===== src/rtl/uart_pkg.sv =====
// Shared constants and FSM state encoding for the UART <-> ALU frame handler.
package uart_pkg;

  localparam int BYTE_W           = 8;
  localparam int DEFAULT_OP_WIDTH = 6;
  localparam int DEFAULT_TIMEOUT  = 1000000;

  typedef enum logic [5:0] {
    ST_OPA     = 6'b000001,
    ST_OPB     = 6'b000010,
    ST_OPCODE  = 6'b000100,
    ST_EXEC    = 6'b001000,
    ST_SEND    = 6'b010000,
    ST_WAIT_TX = 6'b100000
  } state_t;

endpackage


===== src/rtl/uart_alu_interface_if.sv =====
// Bundle of rx byte, ALU operand/result and tx handshake signals around the frame handler.
interface uart_alu_if #(
  parameter int OP_WIDTH = uart_pkg::DEFAULT_OP_WIDTH
);
  import uart_pkg::*;

  logic [BYTE_W-1:0]   i_rx_data;
  logic                i_rx_done;
  logic [BYTE_W-1:0]   i_alu_result;
  logic                i_tx_done;
  logic [BYTE_W-1:0]   o_alu_a;
  logic [BYTE_W-1:0]   o_alu_b;
  logic [OP_WIDTH-1:0] o_alu_op;
  logic [BYTE_W-1:0]   o_tx_data;
  logic                o_tx_start;
  logic                o_busy;
  logic                o_overrun;
  logic                o_frame_err;

  modport master (
    input  i_rx_data, i_rx_done, i_alu_result, i_tx_done,
    output o_alu_a, o_alu_b, o_alu_op, o_tx_data, o_tx_start, o_busy, o_overrun, o_frame_err
  );

  modport slave (
    output i_rx_data, i_rx_done, i_alu_result, i_tx_done,
    input  o_alu_a, o_alu_b, o_alu_op, o_tx_data, o_tx_start, o_busy, o_overrun, o_frame_err
  );

endinterface


===== src/rtl/uart_frame_timer.sv =====
// Inter-byte timeout counter: counts enabled idle cycles, single-cycle expire at TIMEOUT_CYCLES-1.
// TIMEOUT_CYCLES=0 pins the counter at zero so it never expires.
module uart_frame_timer #(
  parameter int TIMEOUT_CYCLES = uart_pkg::DEFAULT_TIMEOUT
) (
  input  logic i_clk,
  input  logic i_reset,
  input  logic i_en,
  input  logic i_clr,
  output logic o_expire
);

  localparam bit ENABLED = (TIMEOUT_CYCLES != 0);
  localparam int CW      = ENABLED ? $clog2(TIMEOUT_CYCLES + 1) : 1;
  localparam logic [CW-1:0] LAST = CW'(ENABLED ? TIMEOUT_CYCLES - 1 : 0);

  logic [CW-1:0] cnt;

  assign o_expire = ENABLED && i_en && (cnt == LAST);

  always_ff @(posedge i_clk or negedge i_reset) begin
    if (!i_reset) begin
      cnt <= '0;
    end else if (!ENABLED || !i_en || i_clr || o_expire) begin
      cnt <= '0;
    end else begin
      cnt <= cnt + CW'(1);
    end
  end

endmodule


===== src/rtl/uart_alu_interface.sv =====
// Collects A, B, opcode bytes, latches the ALU result and pulses tx start 3 cycles after the opcode byte.
// Bytes arriving while busy are dropped and flagged in a sticky overrun bit.
module uart_alu_interface
  import uart_pkg::*;
#(
  parameter int OP_WIDTH       = DEFAULT_OP_WIDTH,
  parameter int TIMEOUT_CYCLES = DEFAULT_TIMEOUT
) (
  input  logic       i_clk,
  input  logic       i_reset,
  uart_alu_if.master bus
);

  state_t              state, state_nxt;
  logic [BYTE_W-1:0]   a_q, b_q, tx_data_q;
  logic [OP_WIDTH-1:0] op_q;
  logic                tx_start_q, overrun_q, frame_err_q;
  logic                ld_a, ld_b, ld_op, ld_res, send, fire, busy, tmr_en, expire;

  always_ff @(posedge i_clk or negedge i_reset) begin
    if (!i_reset) begin
      state <= ST_OPA;
    end else begin
      state <= state_nxt;
    end
  end

  always_comb begin
    state_nxt = state;
    ld_a      = 1'b0;
    ld_b      = 1'b0;
    ld_op     = 1'b0;
    ld_res    = 1'b0;
    send      = 1'b0;
    fire      = 1'b0;
    busy      = 1'b0;
    tmr_en    = 1'b0;
    case (state)
      ST_OPA: begin
        if (bus.i_rx_done) begin
          ld_a      = 1'b1;
          state_nxt = ST_OPB;
        end
      end
      ST_OPB: begin
        tmr_en = 1'b1;
        // A byte in the expiry cycle wins over the timeout.
        if (bus.i_rx_done) begin
          ld_b      = 1'b1;
          state_nxt = ST_OPCODE;
        end else if (expire) begin
          fire      = 1'b1;
          state_nxt = ST_OPA;
        end
      end
      ST_OPCODE: begin
        tmr_en = 1'b1;
        if (bus.i_rx_done) begin
          ld_op     = 1'b1;
          state_nxt = ST_EXEC;
        end else if (expire) begin
          fire      = 1'b1;
          state_nxt = ST_OPA;
        end
      end
      ST_EXEC: begin
        busy      = 1'b1;
        ld_res    = 1'b1;
        state_nxt = ST_SEND;
      end
      ST_SEND: begin
        busy      = 1'b1;
        send      = 1'b1;
        state_nxt = ST_WAIT_TX;
      end
      ST_WAIT_TX: begin
        busy = 1'b1;
        if (bus.i_tx_done) begin
          state_nxt = ST_OPA;
        end
      end
      default: state_nxt = ST_OPA;
    endcase
  end

  uart_frame_timer #(
    .TIMEOUT_CYCLES(TIMEOUT_CYCLES)
  ) u_timer (
    .i_clk    (i_clk),
    .i_reset  (i_reset),
    .i_en     (tmr_en),
    .i_clr    (bus.i_rx_done),
    .o_expire (expire)
  );

  always_ff @(posedge i_clk or negedge i_reset) begin
    if (!i_reset) begin
      a_q         <= '0;
      b_q         <= '0;
      op_q        <= '0;
      tx_data_q   <= '0;
      tx_start_q  <= 1'b0;
      overrun_q   <= 1'b0;
      frame_err_q <= 1'b0;
    end else begin
      if (ld_a)   a_q       <= bus.i_rx_data;
      if (ld_b)   b_q       <= bus.i_rx_data;
      if (ld_op)  op_q      <= bus.i_rx_data[OP_WIDTH-1:0];
      if (ld_res) tx_data_q <= bus.i_alu_result;
      tx_start_q  <= send;
      frame_err_q <= fire;
      overrun_q   <= overrun_q | (busy & bus.i_rx_done);
    end
  end

  assign bus.o_alu_a     = a_q;
  assign bus.o_alu_b     = b_q;
  assign bus.o_alu_op    = op_q;
  assign bus.o_tx_data   = tx_data_q;
  assign bus.o_tx_start  = tx_start_q;
  assign bus.o_busy      = busy;
  assign bus.o_overrun   = overrun_q;
  assign bus.o_frame_err = frame_err_q;

endmodule


===== src/flat_wrapper.sv =====
// flat-port wrapper written by rule: the top's interface ports become plain ports
module uart_alu_interface_flat import uart_pkg::*;
#(
  parameter int OP_WIDTH       = DEFAULT_OP_WIDTH,
  parameter int TIMEOUT_CYCLES = DEFAULT_TIMEOUT
)
  (i_clk, i_reset, bus_i_rx_data, bus_i_rx_done, bus_i_alu_result, bus_i_tx_done, bus_o_alu_a, bus_o_alu_b, bus_o_alu_op, bus_o_tx_data, bus_o_tx_start, bus_o_busy, bus_o_overrun, bus_o_frame_err);
  uart_alu_if #(.OP_WIDTH(OP_WIDTH)) bus_i ();
  input  logic i_clk;
  input  logic i_reset;
  input wire logic [$bits(bus_i.i_rx_data)-1:0] bus_i_rx_data;
  input wire logic [$bits(bus_i.i_rx_done)-1:0] bus_i_rx_done;
  input wire logic [$bits(bus_i.i_alu_result)-1:0] bus_i_alu_result;
  input wire logic [$bits(bus_i.i_tx_done)-1:0] bus_i_tx_done;
  output wire logic [$bits(bus_i.o_alu_a)-1:0] bus_o_alu_a;
  output wire logic [$bits(bus_i.o_alu_b)-1:0] bus_o_alu_b;
  output wire logic [$bits(bus_i.o_alu_op)-1:0] bus_o_alu_op;
  output wire logic [$bits(bus_i.o_tx_data)-1:0] bus_o_tx_data;
  output wire logic [$bits(bus_i.o_tx_start)-1:0] bus_o_tx_start;
  output wire logic [$bits(bus_i.o_busy)-1:0] bus_o_busy;
  output wire logic [$bits(bus_i.o_overrun)-1:0] bus_o_overrun;
  output wire logic [$bits(bus_i.o_frame_err)-1:0] bus_o_frame_err;
  assign bus_i.i_rx_data = bus_i_rx_data;
  assign bus_i.i_rx_done = bus_i_rx_done;
  assign bus_i.i_alu_result = bus_i_alu_result;
  assign bus_i.i_tx_done = bus_i_tx_done;
  assign bus_o_alu_a = bus_i.o_alu_a;
  assign bus_o_alu_b = bus_i.o_alu_b;
  assign bus_o_alu_op = bus_i.o_alu_op;
  assign bus_o_tx_data = bus_i.o_tx_data;
  assign bus_o_tx_start = bus_i.o_tx_start;
  assign bus_o_busy = bus_i.o_busy;
  assign bus_o_overrun = bus_i.o_overrun;
  assign bus_o_frame_err = bus_i.o_frame_err;
  uart_alu_interface #(.OP_WIDTH(OP_WIDTH), .TIMEOUT_CYCLES(TIMEOUT_CYCLES)) u_core (.i_clk(i_clk), .i_reset(i_reset), .bus(bus_i));
endmodule

===== config.mk =====
export PLATFORM = sky130hd
export DESIGN_NAME = uart_alu_interface_flat
export DESIGN_NICKNAME = d
export VERILOG_FILES = /design/src/rtl/uart_pkg.sv /design/src/rtl/uart_alu_interface_if.sv /design/src/rtl/uart_frame_timer.sv /design/src/rtl/uart_alu_interface.sv /design/src/flat_wrapper.sv
export SDC_FILE = /design/constraint.sdc
export NUM_CORES = 1
export LEC_CHECK = 0
export ABC_AREA = 1
export CORE_ASPECT_RATIO = 0.6
export CORE_MARGIN = 2
export CORE_UTILIZATION = 25
export DETAILED_ROUTE_END_ITERATION = 8
export PLACE_DENSITY_LB_ADDON = 0.05
export SLEW_MARGIN = 20
export SYNTH_ARGS = -nofsm -noshare
export SYNTH_HDL_FRONTEND = slang
export SYNTH_SLANG_ARGS = --single-unit

===== constraint.sdc =====
create_clock -name i_clk -period 2.65 [get_ports i_clk]
set_input_delay 0.265 -clock i_clk [delete_from_list [all_inputs] [get_ports i_clk]]
set_output_delay 0.265 -clock i_clk [all_outputs]
set_load 0.05 [all_outputs]

# Word-level counts from Yosys, hierarchy flattened
# Cells that the tools add are included.
[word_totals] in_bits=20 out_inout_bits=34 reg_bits=59 elab_cells=46
[op_classes] bitwise=2 eq_ne=9 muxes=18 n_reduce_logical=7 n_addsub=1
[op_table] op="case mux 6 bit (6 select lines)" n=1
[op_table] op="two-way mux 6 bit" n=5
[op_table] op="adder 20 x 1 -> 20 bit (second input constant)" n=1
[op_table] op="equality test 20 bit (second input constant)" n=1
[op_table] op="two-way mux 20 bit" n=1
[op_table] op="two-way mux 1 bit" n=11
[op_table] op="equality test 6 x 1 -> 1 bit (second input constant)" n=1
[op_table] op="equality test 6 x 2 -> 1 bit (second input constant)" n=1
[op_table] op="equality test 6 x 3 -> 1 bit (second input constant)" n=1
[op_table] op="equality test 6 x 4 -> 1 bit (second input constant)" n=1
[op_table] op="equality test 6 x 5 -> 1 bit (second input constant)" n=1
[op_table] op="equality test 6 bit (second input constant)" n=1
[op_table] op="inequality test 2 bit (second input constant)" n=2
[op_table] op="OR reduction 3 bit" n=1
[op_table] op="logical OR 1 bit" n=2
[op_table] op="AND reduction 2 bit" n=1
[op_table] op="OR reduction 2 bit" n=1
[op_table] op="AND 1 bit" n=1
[op_table] op="logical AND 1 bit" n=1
[op_table] op="zero test 1 bit" n=1
[op_table] op="bitwise OR 1 bit" n=1

# Depth between registers and ports, before layout
[logic_depth] depth_word=7 ltp_mapped=10 mapped_depth_nobuf=10

# Hierarchy
# A second synthesis with hierarchy kept.
[hier_totals] hier_cells=334 hier_area_um2=2887.8
[modules_own_cells] mod="uart_alu_interface" area_each_um2=1685.4 cells_each=168 seq_area_each_um2=977.2 n_inst=1
[modules_own_cells] mod="uart_frame_timer" area_each_um2=1202.4 cells_each=166 seq_area_each_um2=500.5 n_inst=1

# Worst setup path before layout
# Ideal clock, no wire load.
[synth_timing] kind="reg2reg" from="register u_core.state[0]" to="register u_core.overrun_q, in the netlist u_core.bus.o_overrun" t_arrival_ns=1.400 path_slack_ns=1.131 period_less_slack_ns=1.519 path_stages_with_launch=9 path_buffers=0 required_time_ns=2.531 setup_ns=0.119 cell_sequence="dfstp_2 -> inv_1 -> nand2_1 -> nor2_1 -> nand2_1 -> nand2_1 -> inv_1 -> nand2_1 -> a21o_1"
[synth_between] elab_chain_cells=5 word_cells_on_any_way=7
[synth_rtl] element="from (decl)" line="uart_alu_interface.sv:14" rtl="state_t state, state_nxt;"
[synth_rtl] element="from (signal assigned)" line="uart_alu_interface.sv:24" rtl="state <= state_nxt;"
[synth_rtl] element="equality test 6 x 4 -> 1 bit, or another cell as far along" line="uart_alu_interface.sv:38" rtl="case (state)"
[synth_rtl] element="OR reduction 3 bit (no line) *"
[synth_rtl] element="two-way mux 1 bit *" line="uart_alu_interface.sv:38"
[synth_rtl] element="via bus_o_busy" line="flat_wrapper.sv:20" rtl="output wire logic [$bits(bus_i.o_busy)-1:0] bus_o_busy;"
[synth_rtl] element="AND 1 bit *" line="uart_alu_interface.sv:112" rtl="overrun_q <= overrun_q | (busy & bus.i_rx_done);"
[synth_rtl] element="bitwise OR 1 bit *" line="uart_alu_interface.sv:112"
[synth_rtl] element="to (signal assigned)" line="uart_alu_interface.sv:112"
[synth_rtl] element="to (decl)" line="uart_alu_interface.sv:17" rtl="logic tx_start_q, overrun_q, frame_err_q;"
# Mark *: on every way through the listed nets, which the timed path passes. The rest lies on a longest branch.
# A chain may end at the register's enable or synchronous reset.

# Final worst setup path
[layout_timing] from="register u_core.state[2]" to="output port bus_o_busy"
[layout_between] elab_chain_cells=3 word_cells_on_any_way=5
[layout_rtl] element="equality test 6 x 4 -> 1 bit, or another cell as far along" line="uart_alu_interface.sv:38"
[layout_rtl] element="OR reduction 3 bit (no line) *"
[layout_rtl] element="two-way mux 1 bit *" line="uart_alu_interface.sv:38"
[layout_rtl] element="to (decl)" line="flat_wrapper.sv:20"
# Mark *: on every way between the ends. The rest lies on a longest branch, timed or not.

==> flow_summary.ini <==
[clock_network]
clock-sinks = 59
clk_latency_ns = 0.32
cts_inserted_buffers = 9
h-tree-depth = 3
post_cts_buffers = 0
cts_tree = built
cts_root_buf = clkbuf_16
clk_pin_slew_worst_paths_ns = 0.05
clockBufferDepth = 2

[synth]
synthDominantCellAreaShare = 0.5188
yosysWarnings = 0
synth_area_leaders = dfrtp_1 (52%), nand2_1 (15%), nor2_1 (5.8%)
seq_area_frac_synth = 0.5282
yosys.area.top_type = dfrtp_1
synth_edf_count = 0
yosys.cell_types.count = 30
syn_inst = 341
postSynthAreaPerCell_sq_um = 8.204
ys_ff_latch = 59
ys.flop_type = dfrtp_1
syn-cell-area_sq_um = 2798
syn-num-nets = 362
synth.most_common_cell = nand2_1
synth_commonest_cells = nand2_1 (112), dfrtp_1 (58), nor2_1 (43), inv_1 (40)
synthArstFlopShare = 1.000

[timing]
period_share = 0.8124
slew_violations = 0
finClkSkew_ns = 0.005408
setup_viol = 0
final.setup.tns_ns = 0
fmax_mhz = 464.5
fin_crit_ns = 2.153
slew_headroom = 0.5778
worstMarginPinSlew_ns = 0.6309
hold_viol = 0
timing.final.ws_setup_ns = 0.4971
rsz0062_at_grt = false

[global_routing]
grt_pass1_wl_mm = 11.99
grt_pass1_vias = 2212
grt_usage = 0.1315
grt_overflow_total = 0
grt_max_degree = 49
antenna_found_initial = 0

[worst_setup_path]
rr_worst_depth = 6
r2r_slack_ns = 0.80
cp.required_ns = 2.38
cp_max_fo = 3
cp.arrival_ns = 1.89
end_kind = primary output
rr_endpoint = u_core.state[1]
crit_type = reg2out
worstSetupStartpointType = flip-flop
r2r-start = u_core.u_timer.cnt[0]

[die]
die_h_um = 85.94
chipWidth_um = 140.6
initial_core_util = 0.2605
rows = 29
die-area_sq_um = 12080
core_sq_um = 10740
pin_count = 54

[place]
place_inst = 531
dp_hpwl_mm = 5.314
portBuffers = 53
dp_slack_ns = 0.4860
routabilityCongestion = 0.7692

[drt]
wire_per_inst_um = 13.33
totalWireLength_mm = 7.292
first_iter_violations = 151
vias = 2279
antenna_left = 0
first_pass_iters = 4
viasPerCell = 4.166
drc = 0

[finish]
fin_cells = 547
fillers = 1132
diodes = 0
post-route-util = 0.3541
drive_above_1_share = 0.1127
area_delta_synth_final_pct = 35.96
nNetsFinal = 425

[power]
power_density_nw_per_um2 = 1047
p_leak_nw = 1.783
vdd_drop_max_mv = 0.3758

[hold_path]
hold_path_class = in2async

[job]
cap_violations = 0

[status]
status = finished clean
metal layers:
metal  up-vias  routed length [um]  global-route usage  part of all wire
li1       1184                   -                   -                 -
met1      1026                4011              0.2092              0.55
met2        63                2643              0.1609              0.36
met3         6                 558             0.04188             0.077
met4         0                  79             0.04364             0.011
met5         -                   0                   0                 0
cell type report:
| cell class | instances | area [sq um] | share of cell area |
|---|---|---|---|
| Clock buffer | 13 | 260.3 | 0.06842 |
| Tap cell | 139 | 173.9 | 0.04572 |
| Clock inverter | 2 | 35.03 | 0.009211 |
| Inverter | 42 | 157.7 | 0.04145 |
| Timing Repair Buffer | 56 | 565.5 | 0.1487 |
| Sequential cell | 59 | 1478 | 0.3885 |
| Multi-Input combinational cell | 236 | 1134 | 0.2980 |
report_power, final:
part	total, mW	internal, mW	switching (mW)
clock network	1.16	0.772	0.391
registers	1.25	1.12	0.129
logic	1.57	0.500	1.07
total	3.98	2.40	1.59
through the flow:
step	hold WS, ns	power [mW]	cell area (sq um)
2_1_floorplan	-0.03059	2.296	2798
3_3_place_gp	0.1777	2.846	3496
3_5_place_dp	0.1978	2.844	3496
4_1_cts	0.4109	4.038	3801
5_1_grt	0.4310	4.201	3804
6_report	0.3851	3.984	3804
state kept, by name, indices dropped and copies added, names as in the netlist:
name / count
u_core.bus.o_alu_b: 8
u_core.bus.o_tx_data: 8
u_core.bus.o_frame_err: 1
u_core.bus.o_alu_a: 8
u_core.bus.o_tx_start: 1
u_core.bus.o_alu_op: 6
u_core.u_timer.cnt: 20
u_core.state: 6
u_core.bus.o_overrun: 1
cell families (layout without fill, tap and decap cells):
kind of cell,after synthesis,count (layout),synth area share
and+or+nand+nor,204,204,0.3229
DFF,59,59,0.5282
buffers and inverters,46,113,0.06663
AOI/OAI and AO/OA,24,24,0.05590
xor gates and xnor gates,7,7,0.02191
adders and majority gates,1,1,0.004472
critical path, cell delays in order (launching register included):
cell            delay (ns)
dfrtp_1               0.40
inv_1                 0.10
nand2_1               0.06
nor2_1                0.23
nand2_1               0.14
nand2_1               0.08
inv_1                 0.06
nand2_1               0.08
dlymetal6s2s_1        0.43
timing repair:
action | CTS | global route
hold buffers | 1 | 0
endpoints found under the hold margin | 11 | 0
endpoints found under the setup margin | 0 | 1
resized for setup | 0 | 1
worst max-delay path by stage:
| stage | from | end | depth (start not counted) |
|---|---|---|---|
| 3_3_place_gp | u_core.state[5] | bus_o_busy | 6 |
| 2_1_floorplan | u_core.state[0] | u_core.bus.o_overrun | 8 |
| 4_1_cts | u_core.state[2] | bus_o_busy | 8 |
| 5_1_grt | u_core.state[2] | bus_o_busy | 8 |
| 3_5_place_dp | u_core.state[5] | bus_o_busy | 6 |
| 6_report | u_core.state[2] | bus_o_busy | 8 |
placed cells by master (no fill, tap or decap), types with 2 or more instances in the layout:
cell type,count
nor3b_1,4
nor3_1,6
nand3_1,12
nand2_1,112
nand4_1,4
nor2_4,3
inv_1,40
o21ai_2,6
nor2_1,43
clkbuf_16,9
nand2_2,3
nand3_2,3
o21ai_1,12
dfrtp_1,58
xor2_1,6
clkbuf_8,2
clkdlybuf4s50_1,51
clkbuf_1,2
nor2_2,11
o21ai_0,3
Power figures use the tool's default switching activity.
